[config.mk]
export PLATFORM = sky130hd
export DESIGN_NAME = join_ddp_flat
export DESIGN_NICKNAME = d
export VERILOG_FILES = /design/src/rtl/join_ddp_pkg.sv /design/src/rtl/join_ddp_if.sv /design/src/rtl/join_cam.sv /design/src/rtl/join_ddp.sv /design/src/flat_wrapper.sv
export SDC_FILE = /design/constraint.sdc
export NUM_CORES = 1
export LEC_CHECK = 0
export BUFFER_PORTS_ARGS = -buffer_cell sky130_fd_sc_hd__buf_2
export CAP_MARGIN = 20
export CORE_MARGIN = 2
export CORE_UTILIZATION = 30
export CTS_BUF_LIST = sky130_fd_sc_hd__clkbuf_4 sky130_fd_sc_hd__clkbuf_8
export CTS_CLUSTER_DIAMETER = 200
export CTS_CLUSTER_SIZE = 24
export DETAILED_ROUTE_END_ITERATION = 10
export PLACE_DENSITY = 0.5
export SETUP_SLACK_MARGIN = 0.4
export SLEW_MARGIN = 25
export SYNTH_ARGS = -nofsm -noshare
export SYNTH_HDL_FRONTEND = slang
export SYNTH_SLANG_ARGS = --single-unit
[constraint.sdc]
create_clock -name CLK -period 4.8 [get_ports CLK]
set_input_delay 0.24 -clock CLK [delete_from_list [all_inputs] [get_ports CLK]]
set_output_delay 0.24 -clock CLK [all_outputs]
set_load 0.02 [all_outputs]
[src/rtl/join_ddp_pkg.sv]
// join_ddp shared types: packet layout, field positions and match key.
// Optional sticky drop flag is enabled with JOIN_ERR_EN.
package join_ddp_pkg;

    localparam int PKT_W     = 38;
    localparam int DEST_LSB  = 35;
    localparam int DEST_W    = 3;
    localparam int GEN_LSB   = 27;
    localparam int GEN_W     = 8;
    localparam int NODE_LSB  = 20;
    localparam int NODE_W    = 7;
    localparam int LR_BIT    = 19;
    localparam int JN_BIT    = 18;
    localparam int FLAGS_LSB = 16;
    localparam int FLAGS_W   = 2;
    localparam int DATA_LSB  = 0;
    localparam int DATA_W    = 16;
    localparam int KEY_W     = GEN_W + NODE_W;

    typedef struct packed {
        logic [DEST_W-1:0]  dest;
        logic [GEN_W-1:0]   gen;
        logic [NODE_W-1:0]  node;
        logic               lr;
        logic               jn;
        logic [FLAGS_W-1:0] flags;
        logic [DATA_W-1:0]  data;
    } pkt_t;

    typedef logic [KEY_W-1:0] key_t;

    function automatic key_t key_of(pkt_t p);
        return {p.gen, p.node};
    endfunction

endpackage

[src/rtl/join_ddp_if.sv]
// Send(active-low)/Ack(active-high) packet channel.
// master drives Send/PACKET, slave drives Ack.
interface join_ddp_if;
    import join_ddp_pkg::*;

    logic Send;
    logic Ack;
    pkt_t PACKET;

    modport master (output Send, output PACKET, input Ack);
    modport slave  (input Send, input PACKET, output Ack);

endinterface

[src/rtl/join_cam.sv]
// Operand matching memory: search by key with opposite LR, lowest index
// wins; insert into lowest free slot; invalidate the hit slot.
module join_cam
    import join_ddp_pkg::*;
#(
    parameter int DEPTH = 8,
    localparam int IW = (DEPTH > 1) ? $clog2(DEPTH) : 1
) (
    input  logic clk,
    input  logic rst_n,
    input  key_t key,
    input  logic lr,
    output logic hit,
    output pkt_t hit_pkt,
    output logic full,
    input  logic ins,
    input  pkt_t ins_pkt,
    input  logic inv
);

    logic [DEPTH-1:0] valid;
    pkt_t             mem [DEPTH];
    logic [IW-1:0]    hit_idx;
    logic [IW-1:0]    free_idx;

    // Scan downward so the lowest matching/free index is the last write.
    always_comb begin
        hit      = 1'b0;
        hit_idx  = '0;
        free_idx = '0;
        full     = &valid;
        for (int i = DEPTH - 1; i >= 0; i--) begin
            if (valid[i] && key_of(mem[i]) == key && mem[i].lr != lr) begin
                hit     = 1'b1;
                hit_idx = IW'(i);
            end
            if (!valid[i]) free_idx = IW'(i);
        end
        hit_pkt = mem[hit_idx];
    end

    always_ff @(posedge clk or negedge rst_n) begin
        if (!rst_n) begin
            valid <= '0;
        end else begin
            if (inv) valid[hit_idx] <= 1'b0;
            if (ins) valid[free_idx] <= 1'b1;
        end
    end

    always_ff @(posedge clk) begin
        if (ins) mem[free_idx] <= ins_pkt;
    end

endmodule

[src/rtl/join_ddp.sv]
// Join stage: pairs two-operand packets via join_cam, emits left then right
// through a 2-entry queue. ERR port exists only with JOIN_ERR_EN.
module join_ddp
    import join_ddp_pkg::*;
#(
    parameter int DEPTH = 8
) (
    input  logic CLK,
    input  logic MR_N,
    join_ddp_if.slave  in_ch,
    join_ddp_if.master out_ch
`ifdef JOIN_ERR_EN
    ,
    output logic ERR
`endif
);

    pkt_t       in_pkt, hit_pkt, left, right;
    pkt_t       q0, q1;
    logic [1:0] cnt;
    logic       send_q, ack_q;
    logic       accept, pop, hit, full, ins, inv, byp;

    assign in_pkt = in_ch.PACKET;
    assign accept = !in_ch.Send && ack_q;
    assign pop    = !send_q && out_ch.Ack;
    assign byp    = accept && !in_pkt.jn;
    assign inv    = accept && in_pkt.jn && hit;
    assign ins    = accept && in_pkt.jn && !hit && !full;

    assign in_ch.Ack     = ack_q;
    assign out_ch.Send   = send_q;
    assign out_ch.PACKET = q0;

    join_cam #(.DEPTH(DEPTH)) u_cam (
        .clk     (CLK),
        .rst_n   (MR_N),
        .key     (key_of(in_pkt)),
        .lr      (in_pkt.lr),
        .hit     (hit),
        .hit_pkt (hit_pkt),
        .full    (full),
        .ins     (ins),
        .ins_pkt (in_pkt),
        .inv     (inv)
    );

    always_comb begin
        left          = in_pkt.lr ? hit_pkt : in_pkt;
        right         = in_pkt.lr ? in_pkt : hit_pkt;
        left[JN_BIT]  = 1'b0;
        right[JN_BIT] = 1'b0;
    end

    // Accepts only happen into an empty queue, so push and pop never collide.
    always_ff @(posedge CLK or negedge MR_N) begin
        if (!MR_N) begin
            q0     <= '0;
            q1     <= '0;
            cnt    <= 2'd0;
            send_q <= 1'b1;
            ack_q  <= 1'b1;
        end else begin
            unique case (1'b1)
                byp: begin
                    q0     <= in_pkt;
                    cnt    <= 2'd1;
                    send_q <= 1'b0;
                    ack_q  <= 1'b0;
                end
                inv: begin
                    q0     <= left;
                    q1     <= right;
                    cnt    <= 2'd2;
                    send_q <= 1'b0;
                    ack_q  <= 1'b0;
                end
                pop: begin
                    q0  <= q1;
                    cnt <= cnt - 2'd1;
                    if (cnt == 2'd1) begin
                        send_q <= 1'b1;
                        ack_q  <= 1'b1;
                    end
                end
                default: ;
            endcase
        end
    end

`ifdef JOIN_ERR_EN
    logic drop;
    assign drop = accept && in_pkt.jn && !hit && full;

    always_ff @(posedge CLK or negedge MR_N) begin
        if (!MR_N)     ERR <= 1'b0;
        else if (drop) ERR <= 1'b1;
    end
`endif

endmodule

[src/flat_wrapper.sv]
// flat-port wrapper written by rule: the top's interface ports become plain ports
module join_ddp_flat import join_ddp_pkg::*;
#(
    parameter int DEPTH = 8
)
  (CLK, MR_N, in_ch_Send, in_ch_PACKET, in_ch_Ack, out_ch_Send, out_ch_PACKET, out_ch_Ack);
  join_ddp_if in_ch_i ();
  join_ddp_if out_ch_i ();
  input  logic CLK;
  input  logic MR_N;
  input wire logic [$bits(in_ch_i.Send)-1:0] in_ch_Send;
  input wire logic [$bits(in_ch_i.PACKET)-1:0] in_ch_PACKET;
  output wire logic [$bits(in_ch_i.Ack)-1:0] in_ch_Ack;
  output wire logic [$bits(out_ch_i.Send)-1:0] out_ch_Send;
  output wire logic [$bits(out_ch_i.PACKET)-1:0] out_ch_PACKET;
  input wire logic [$bits(out_ch_i.Ack)-1:0] out_ch_Ack;
  assign in_ch_i.Send = in_ch_Send;
  assign in_ch_i.PACKET = in_ch_PACKET;
  assign in_ch_Ack = in_ch_i.Ack;
  assign out_ch_Send = out_ch_i.Send;
  assign out_ch_PACKET = out_ch_i.PACKET;
  assign out_ch_i.Ack = out_ch_Ack;
  join_ddp #(.DEPTH(DEPTH)) u_core (.CLK(CLK), .MR_N(MR_N), .in_ch(in_ch_i), .out_ch(out_ch_i));
endmodule
==> results of run 1 <==
-- sequential cells by signal (all words and copies together) (netlist names) --
| name | count |
|---|---|
| u_core.q1 | 37 |
| u_core.cnt | 2 |
| u_core.out_ch.Send | 1 |
| u_core.u_cam.valid | 8 |
| u_core.out_ch.PACKET | 38 |
| u_core.u_cam.mem | 296 |
-- metrics by stage --
stage                     instance area (µm²)  utilization, %
final                                   19300            34.1
after CTS                               19300            34.1
after detailed placement                18700            33.0
after global routing                    19300            34.1
after global placement                  18700            33.0
after floorplan                         17300               -
-- cells by family (layout without fill, tap and decap cells) --
group	count (synthesis)	count (layout)
other	0	1
flip-flops	382	382
AND/OR/NAND/NOR	272	272
multiplexers	91	91
buffers and inverters	94	192
AO/OA/AOI/OAI	349	349
XOR/XNOR	128	128
adder cells (fa/ha/maj)	1	1
-- per-layer routing --
layer / GRT usage, % / vias to the layer above / routed length (µm)
li1: - / 5234 / -
met1: 23.9 / 5947 / 23600
met2: 28.7 / 333 / 25000
met3: 2.11 / 63 / 2570
met4: 4.43 / 6 / 1170
met5: 0 / - / 37
-- power breakdown --
group / leakage, µW / total [µW] / switching [µW] / internal [µW]
combinational: 0.00242 / 1090 / 747 / 348
clock: 0.000204 / 1530 / 1030 / 496
sequential: 0.00379 / 3930 / 167 / 3760
total: 0.00640 / 6550 / 1950 / 4610
-- repair_timing --
item                       CTS  global route
hold buffers                27             0
setup buffers                0             0
hold endpoints to repair   243             0
setup endpoints to repair    0             0
-- placed cells by master (no fill, tap or decap), types with 51 or more instances in the layout --
cell type	count
dfrtp_1	85
buf_2	80
mux2i_1	91
a21oi_1	51
nand2_1	64
xnor2_1	60
o21ai_0	116
edfxtp_1	296
xor2_1	68
-- cell type report --
| cell class | instances | area, µm² | area share [%] |
|---|---|---|---|
| sequential | 382 | 11000 | 57.1 |
| clock inverter | 1 | 7.51 | 0.0388 |
| inverter | 5 | 18.8 | 0.0970 |
| tap | 756 | 946 | 4.89 |
| multi-input combinational | 841 | 5920 | 30.6 |
| antenna | 1 | 2.50 | 0.0129 |
| timing repair buffer | 153 | 1040 | 5.38 |
| clock buffer | 33 | 373 | 1.93 |
-- worst max-delay path: stages (launching register included) --
cell and delay [ns]:
edfxtp_1 0.45, xnor2_1 0.35, nand4_1 0.15, or2_2 0.30, or4_1 0.63, o211a_1 0.21
o41ai_4 0.37, buf_4 0.52, mux2i_1 0.15, a22oi_1 0.43, nand2_1 0.11, a21oi_1 0.13
-- worst paths after layout --
kind | startpoint | endpoint | slack, ns | depth (start not counted)
min in group asynchronous | MR_N | u_core.q1[34] | 0.23 | 2
worst max-delay path | u_core.u_cam.mem[5][29] | u_core.q1[20] | 0.91 | 11
max in group asynchronous | MR_N | u_core.out_ch.PACKET[4] | 3.57 | 3
worst max register to register | u_core.u_cam.mem[5][29] | u_core.q1[20] | 0.91 | 11
worst min-delay path | in_ch_PACKET[29] | u_core.u_cam.mem[5][29] | 0.03 | 1
worst min register to register | u_core.q1[19] | u_core.q1[19] | 0.48 | 1
-- cell usage after synthesis, drive strengths merged (5+ instances only) --
cell     number
nand2b        6
nand4        18
or2           8
clkbuf       51
or4          11
nor3          5
a221oi       14
o22ai        44
xnor2        60
o221ai       44
o21ai       142
mux2i        91
buf          38
nor4         35
and2         23
a21oi        51
xor2         68
dfrtp        85
nor2         41
o2bb2ai      22
edfxtp      296
nand2        64
inv           5
nand3b        5
a22oi        16
nand3        35
nor2b         5
==> summary.txt, run 1 <==
Run status
  – Status: finished, final reports clean

Global route
  – First-pass GRT wire length: 78100 µm
  – Total track usage: 17.3%
  – Pin count of the biggest net entering global routing: 103
  – GRT overflow: 0
  – Vias in the first global route: 11600
  – Initial antenna violation count: 5

Route
  – Routed via count: 11600
  – Wire length per cell: 24.1 µm
  – DRC: 0
  – Via/cell ratio: 5.33
  – Routed Antenna Nets: 0
  – Iteration-0 DRC Markers: 1050
  – WL final: 52500 µm
  – DRT Pass-1 Iters: 5

Synth
  – Cell taking the most area after synthesis: edfxtp_1
  – Post-synthesis average cell area: 13.1 µm²
  – Main combinational cell family by area after synthesis: compound AO/OA/AOI/OAI gates
  – Syn nets: 1360
  – Synth top area share: 51.4%
  – Yosys warnings: 0
  – Compound-Gate Fraction of Synth Area: 13.2%
  – Seq/Total Area, Yosys: 63.9%
  – Cells taking the most area after synthesis: edfxtp_1 51%, dfrtp_1 12%, mux2i_1 5.3%
  – Post-Syn Instances: 1317
  – FF+latch count, synth: 382
  – Mux share of post-synthesis cell area: 5.27%
  – Synth Area in Simple Gates: 8.52%
  – Post-synth ARST share: 22.5%
  – Synth Area in XOR/XNOR: 6.49%
  – Adder-Cell Fraction of Synth Area: 0.0724%
  – Mapped Area: 17300 µm²
  – Primary FF master, synth: edfxtp_1
  – Post-synth EDFFs: 296
  – Cell variety after synth: 57

Floorplan
  – I/O Pins: 82
  – Core area: 56700 µm²
  – Die Y-Extent: 244 µm
  – DIE WIDTH: 244 µm
  – Die ar.: 59500 µm²
  – Row count: 87
  – Starting Density: 30.5%

Finish
  – Final cell count without fillers: 2172
  – Share of layout cells above drive strength 1: 14.1%
  – Area grow syn2layout: 12.0%
  – NumNets Final: 1445
  – # fillers: 5552

Clocking
  – H-tree levels: 1
  – Clk buf depth: 3
  – Clock-pin slew on the worst setup and hold paths: 0.15 ns
  – Post-CTS sizing: 0
  – Clock Latency Late Sink: 0.64 ns
  – CTS tree: done
  – Clock sink total: 382
  – Num CTS Buffers: 19
  – Root buffer cell: clkbuf_8

Min path
  – Hold crit path type: primary input to register

Power and ir drop
  – Power density cells: 339 nW/µm²
  – Pleak: 0.00640 µW
  – Peak VDD IR: 0.165 mV
  – Power consumption: 6550 µW

STA
  – Clock skew: 0.0275 ns
  – RSZ-0062 raised after global routing: false
  – Final period util: 81.0%
  – Fin Setup TNS: 0 ns
  – Worst setup margin: 0.910 ns
  – Worst Tran Pin Value: 1.07 ns
  – Max-slew violations: 0
  – Final hold violation count: 0
  – Tmin final: 3.89 ns
  – Peak Freq: 0.257 GHz
  – Min Hold Slack: 0.0284 ns
  – Slew headroom: 28.3%
  – # setup viols final: 0

Worst setup path
  – Crit Path Class: register to register
  – Worst EP required: 5.36 ns
  – Setup crit start kind: register
  – Crit path DAT: 4.44 ns
  – CP Capture Type: register
  – Crit Path Max Fanout: 28

Placed design
  – PortBufs: 81
  – GPL Wtd Cong: 0.868
  – DP HPWL: 33800 µm
  – Post-Place Setup Slack: 0.831 ns
  – Placed insts: 2110

Job
  – Max-cap viol count: 0
No activity file was read; power rests on OpenSTA's default activity.
==> run 2, diff against run 1 <==
- clock period: 4.8 -> 3.95 ns (I/O delays scaled with it)
==> run 2 against run 1 <==
Compared with the run above:
- critical path depth is 1 lower
- sequential power is 21% higher
- first-iteration DRC count is 26% higher
- utilization is 1.7 points higher
- setup slack worse by 0.49 ns
- power is 22% higher
- critical endpoint is now u_core.q1[15]
==> summary.txt, run 2 (synthesized netlist as in run 1, its figures left out) <==
Run status
  – Status: finished, final reports clean

Worst setup path
  – Worst EP required: 4.46 ns (-0.90 ns)
  – Setup crit start kind: register
  – Crit Path Max Fanout: 22 (-21%)
  – Crit path DAT: 4.04 ns (-0.40 ns)
  – CP Capture Type: register
  – Crit path cell chain: xor2_1 > or4_1 > nor4bb_1 > a31oi_1 > o2111a_1 > o311a_1 > buf_4 > or2_2 > mux2i_1 > o21ai_0
  – CP max-delay cell: or2_2
  – CP max stage delay: 0.61 ns (-0.02 ns)
  – Crit Path Class: register to register

Floorplan
  – Core area: 56700 µm² (unchanged)
  – Row count: 87 (unchanged)
  – Starting Density: 30.5% (unchanged)
  – Die ar.: 59500 µm² (unchanged)
  – Die Y-Extent: 244 µm (unchanged)
  – DIE WIDTH: 244 µm (unchanged)
  – I/O Pins: 82 (unchanged)

Global route
  – GRT overflow: 0 (unchanged)
  – Vias in the first global route: 11700 (+1.3%)
  – Total track usage: 18.0% (+0.76 points)
  – Initial antenna violation count: 3 (-2)
  – Pin count of the biggest net entering global routing: 59 (-43%)
  – First-pass GRT wire length: 80700 µm (+3.4%)

STA
  – Worst Tran Pin Value: 1.08 ns (+0.00950 ns)
  – Max-slew violations: 0 (unchanged)
  – Slew headroom: 27.6% (-0.71 points)
  – Tmin final: 3.53 ns (-0.362 ns)
  – Final hold violation count: 0 (unchanged)
  – Peak Freq: 0.283 GHz (+10%)
  – Clock skew: 0.0376 ns (+0.0101 ns)
  – Fin Setup TNS: 0 ns (unchanged)
  – # setup viols final: 0 (unchanged)
  – RSZ-0062 raised after global routing: true
  – Final period util: 89.3% (+8.3 points)

Power and ir drop
  – Pleak: 0.00686 µW (+7.1%)
  – Peak VDD IR: 0.215 mV (+31%)
  – Power consumption: 8020 µW (+22%)
  – Power density cells: 395 nW/µm² (+17%)

Finish
  – NumNets Final: 1504 (+4.1%)
  – Max reg flops: 296 (unchanged)
  – Largest Register: u_core.u_cam.mem
  – Most frequent cells in the layout: 296 x edfxtp_1, 96 x o21ai_0, 91 x mux2i_1, 85 x dfrtp_1, 77 x buf_2
  – # fillers: 5453 (-1.8%)
  – Area grow syn2layout: 17.5%
  – Share of layout cells above drive strength 1: 19.0% (+4.9 points)
  – Most common cell after layout, fill and taps aside: edfxtp_1

Clocking
  – Num CTS Buffers: 19 (unchanged)
  – H-tree levels: 1 (unchanged)
  – Clock-pin slew on the worst setup and hold paths: 0.16 ns (about the same)
  – Clock sink total: 382 (unchanged)
  – Clock Latency Late Sink: 0.65 ns (about the same)
  – Root buffer cell: clkbuf_8
  – Clk buf depth: 3 (unchanged)
  – CTS tree: done

Route
  – WL final: 57600 µm (+9.8%)
  – Routed via count: 12000 (+3.7%)
  – Routed Antenna Nets: 0 (unchanged)
  – DRC: 0 (unchanged)
  – DRT Pass-1 Iters: 5 (unchanged)
  – Wire length per cell: 25.8 µm (+6.9%)
  – Via/cell ratio: 5.38 (+0.88%)
  – Iteration-0 DRC Markers: 1328 (+26%)

Placed design
  – PortBufs: 81 (unchanged)
  – GPL Wtd Cong: 0.909 (+4.8%)
  – DP HPWL: 35000 µm (+3.4%)

Job
  – Max-cap viol count: 0 (unchanged)

Min path
  – Hold crit path type: primary input to register
[run 2: cell types whose count changed in the layout (fill, tap and decap cells not counted), moves of 10 or more]
cell,previous run,this run
o21ai_1,26,44
dlygate4sd3_1,27,38
a22oi_1,16,6
a22oi_2,0,10
xnor2_1,60,48
buf_4,44,69
xnor2_2,0,12
o21ai_0,116,96
[run 2: cell type report]
class / count / area, µm² / area share [%]
Sequential cell: 382 / 11000 / 54.4
Multi-Input combinational cell: 844 / 6160 / 30.4
Timing Repair Buffer: 209 / 1750 / 8.60
Tap cell: 756 / 946 / 4.66
Clock buffer: 33 / 373 / 1.84
Inverter: 5 / 18.8 / 0.0925
Clock inverter: 1 / 7.51 / 0.0370
Antenna cell: 2 / 5.00 / 0.0247
[run 2: worst paths after layout]
check | slack [ns] | start | depth (start not counted) | to
min | 0.09 | in_ch_Send | 5 | u_core.out_ch.PACKET[20]
max reg2reg | 0.42 | u_core.u_cam.mem[6][33] | 10 | u_core.q1[15]
max in group asynchronous | 2.73 | MR_N | 3 | u_core.q1[0]
min reg2reg | 0.49 | u_core.q1[19] | 1 | u_core.q1[19]
max | 0.42 | u_core.u_cam.mem[6][33] | 10 | u_core.q1[15]
min in group asynchronous | 0.16 | MR_N | 2 | u_core.out_ch.PACKET[34]
[run 2: stage by stage]
step | hold slack, ns | util [%] | instances | setup slack, ns | cell area, µm²
finish | 0.0854 | 35.8 | 2232 | 0.422 | 20300
floorplan | -0.0981 | - | 1317 | 0.253 | 17300
global placement | 0.368 | 33.4 | 2134 | 0.145 | 19000
global route | 0.139 | 35.8 | 2231 | 0.364 | 20300
detailed placement | 0.383 | 33.4 | 2134 | 0.131 | 19000
CTS | 0.0740 | 34.9 | 2209 | 0.405 | 19800
[run 2: critical path, delay by kind of cell (launching register included)]
| family | cells | cell delay, ns |
|---|---|---|
| simple gates | 3 | 1.58 |
| compound gates | 4 | 0.69 |
| flops | 1 | 0.45 |
| mux | 1 | 0.28 |
| xor+xnor | 1 | 0.21 |
| buf+inv | 1 | 0.16 |
[run 2: what timing repair did]
action / CTS / global route
pin swaps: 1 / 16
gates resized for setup: 6 / 64
hold endpoints to repair: 326 / 0
hold buffers: 38 / 0
cloned: 1 / 11
setup endpoints to repair: 35 / 90
setup buffers: 2 / 10
[run 2: power breakdown]
group,internal (µW),switching [µW]
clock network,602,1250
logic,464,953
registers,4570,179
total,5640,2390
[run 2: metal layers]
layer,track usage (%),vias up,part of all wire [%]
met1,26.4,6164,45
li1,-,5373,-
met3,2.43,61,6.4
met5,0,-,0.023
met2,28.5,408,46
met4,3.84,2,2.2
==> run 3, diff against run 2 <==
- PLACE_DENSITY: 0.5 -> unset
- RECOVER_POWER: unset -> 25
==> run 3 against run 2 <==
Compared with the run above:
- combinational power down 4%
- fmax down 3.0%
- sequential power about the same
- wire length down 11%
- first-iteration DRC count down 19%
- global-route usage down 1.6 points
- final area about the same
- via count down 0.66%
- largest power group unchanged
- hold slack worse by 0.044 ns
- power down 1.2%
- critical path type is now primary input to register
- critical path depth up 3
==> summary.txt, run 3 (synthesized netlist as in run 1, its figures left out) <==
Finish
  – Largest Register: u_core.u_cam.mem
  – # fillers: 5499 (+0.84%)
  – NumNets Final: 1508 (+0.27%)
  – Area grow syn2layout: 17.5% (about the same)
  – Most frequent cells in the layout: 296 x edfxtp_1, 104 x o21ai_0, 87 x mux2i_1, 85 x dfrtp_1, 71 x buf_4
  – Register area: 11000 µm² (unchanged)
  – Most common cell after layout, fill and taps aside: edfxtp_1
  – Area of the multi-input gates: 6170 µm² (+0.20%)
  – Fin area: 20300 µm² (about the same)
  – Share of layout cells above drive strength 1: 17.7% (-1.3 points)
  – Max reg flops: 296 (unchanged)

STA
  – # setup viols final: 0 (unchanged)
  – Slew headroom: 36.8% (+9.2 points)
  – Peak Freq: 0.275 GHz (-3.0%)
  – Max-slew violations: 0 (unchanged)
  – Final hold violation count: 0 (unchanged)
  – Tmin final: 3.64 ns (+0.110 ns)
  – Final period util: 92.1% (+2.8 points)
  – Worst Tran Pin Value: 0.948 ns (-0.136 ns)
  – RSZ-0062 raised after global routing: true
  – Fin Setup TNS: 0 ns (unchanged)
  – Clock skew: 0.0351 ns (-0.00254 ns)

Worst setup path
  – Reg-to-Reg Start: u_core.u_cam.mem[7][33]
  – Crit path cell chain: dlygate4sd3_1 > clkbuf_1 > xor2_1 > or4_4 > or4_4 > o211a_1 > o41ai_4 > buf_4 > buf_12 > mux2i_1 > a22oi_1 > nand2_1 > a21oi_1
  – RR Endpoint: u_core.q1[28]
  – Levels on crit path: 13 (+3)
  – CP Capture Type: register
  – Setup crit start kind: primary input
  – Beginning of the critical path: in_ch_PACKET[28]
  – R2R Setup Slk: 0.40 ns (-0.02 ns)
  – Crit path to: u_core.q1[28]
  – CP max-delay cell: or4_4
  – Crit path DAT: 4.19 ns (+0.15 ns)
  – Worst EP required: 4.50 ns (+0.04 ns)
  – CP max stage delay: 0.57 ns (-0.04 ns)
  – R2R depth: 11 (+1)
  – Crit Path Class: primary input to register
  – Crit Path Max Fanout: 12 (-45%)
  – Most common cell on crit path: or4_4
  – WP buf/inv: 4 (+3)
  – CP top delay family: buffers and inverters

Power and ir drop
  – Pleak: 0.00681 µW (-0.70%)
  – Peak VDD IR: 0.187 mV (-13%)
  – Power density cells: 390 nW/µm² (-1.2%)

Route
  – Routed Antenna Nets: 0 (unchanged)
  – Routed via count: 11900 (-0.66%)
  – DRC: 0 (unchanged)
  – Iteration-0 DRC Markers: 1077 (-19%)
  – Via/cell ratio: 5.33 (-0.84%)
  – WL final: 51000 µm (-11%)
  – Wire length per cell: 22.8 µm (-12%)
  – DRT Pass-1 Iters: 5 (unchanged)

Clocking
  – H-tree levels: 1 (unchanged)
  – Clock Latency Late Sink: 0.64 ns (about the same)
  – Clock-pin slew on the worst setup and hold paths: 0.15 ns (about the same)
  – Clock sink total: 382 (unchanged)
  – Clk buf depth: 3 (unchanged)
  – Num CTS Buffers: 19 (unchanged)
  – Root buffer cell: clkbuf_8
  – CTS tree: done

Min path
  – Hold crit path type: primary input to register

Floorplan
  – Core area: 56700 µm² (unchanged)
  – Row count: 87 (unchanged)
  – Starting Density: 30.5% (unchanged)
  – Die ar.: 59500 µm² (unchanged)
  – DIE WIDTH: 244 µm (unchanged)
  – I/O Pins: 82 (unchanged)
  – Die Y-Extent: 244 µm (unchanged)

Global route
  – First-pass GRT wire length: 75300 µm (-6.7%)
  – Total track usage: 16.4% (-1.6 points)
  – Pin count of the biggest net entering global routing: 72 (+22%)
  – Vias in the first global route: 11800 (+0.54%)
  – Initial antenna violation count: 3 (unchanged)
  – GRT overflow: 0 (unchanged)

Placed design
  – PortBufs: 81 (unchanged)
  – GPL Wtd Cong: 0.871 (-4.2%)
  – Placed instance area: 19100 µm² (+0.46%)
  – DP HPWL: 32700 µm (-6.5%)

Run status
  – Status: finished, final reports clean

Job
  – Max-cap viol count: 0 (unchanged)
## run 3: cell count changes in the layout (fill, tap and decap cells not counted), moves of 4 or more
cell,change
o21ai_0,+8
xnor2_2,+4
xnor2_1,-5
a22oi_1,+7
a22oi_2,-7
mux2i_1,-4
mux2i_2,+4
o21ai_1,-6
buf_2,-26
clkbuf_1,+31
## run 3: power by group
part | internal [µW] | leakage (µW) | switching (µW)
Sequential | 4570 | 0.00379 | 183
Clock | 603 | 0.000204 | 1210
Combinational | 449 | 0.00282 | 914
## run 3: worst register-to-register path: stages (launching register included)
cell,delay (ns)
edfxtp_1,0.45
xor2_2,0.19
or4b_4,0.56
or4_4,0.48
o211a_1,0.24
o41ai_4,0.39
buf_4,0.20
buf_12,0.18
mux2i_1,0.10
a22oi_1,0.38
nand2_1,0.16
a21oi_1,0.15
## run 3: worst min-delay path by stage
stage,start,end,cells after the start
after floorplan,MR_N,u_core.cnt[0],0
after global placement,MR_N,u_core.out_ch.PACKET[34],1
after detailed placement,MR_N,u_core.out_ch.PACKET[28],1
after CTS,in_ch_PACKET[27],u_core.u_cam.mem[6][27],2
after global routing,in_ch_Send,u_core.out_ch.PACKET[20],5
final,in_ch_Send,u_core.out_ch.PACKET[20],5
## run 3: stage by stage
stage / setup WS, ns / utilization, % / hold WS, ns / total power, µW / std cells
2_1_floorplan: 0.253 / - / -0.0981 / 5570 / 1317
3_3_place_gp: 0.255 / 33.6 / 0.313 / 6140 / 2144
3_5_place_dp: 0.240 / 33.6 / 0.319 / 6170 / 2144
4_1_cts: 0.392 / 35.0 / 0.00705 / 7980 / 2216
5_1_grt: 0.182 / 35.8 / 0.0522 / 8240 / 2236
6_report: 0.312 / 35.8 / 0.0418 / 7930 / 2236
## run 3: layer usage
layer  vias to the layer above  track usage [%]  wire (µm)
met3                        55             1.59       2750
met2                       405             26.7      24300
li1                       5373                -          -
met1                      6094             23.7      23100
met4                         2             3.71        868
met5                         -                0         13
## run 3: what timing repair did
item,in CTS,in global routing
pin swaps,0,14
gates resized for setup,5,63
endpoints found under the setup margin,28,116
setup buffers,0,12
hold buffers,38,0
gates cloned,0,6
hold endpoints to repair,283,0
## run 3: layout make-up
class	count	area share [%]
Inverter	5	0.0924
Timing Repair Buffer	216	8.59
Sequential cell	382	54.4
Tap cell	756	4.66
Clock buffer	33	1.84
Clock inverter	1	0.0370
Antenna cell	2	0.0246
Multi-Input combinational cell	841	30.4
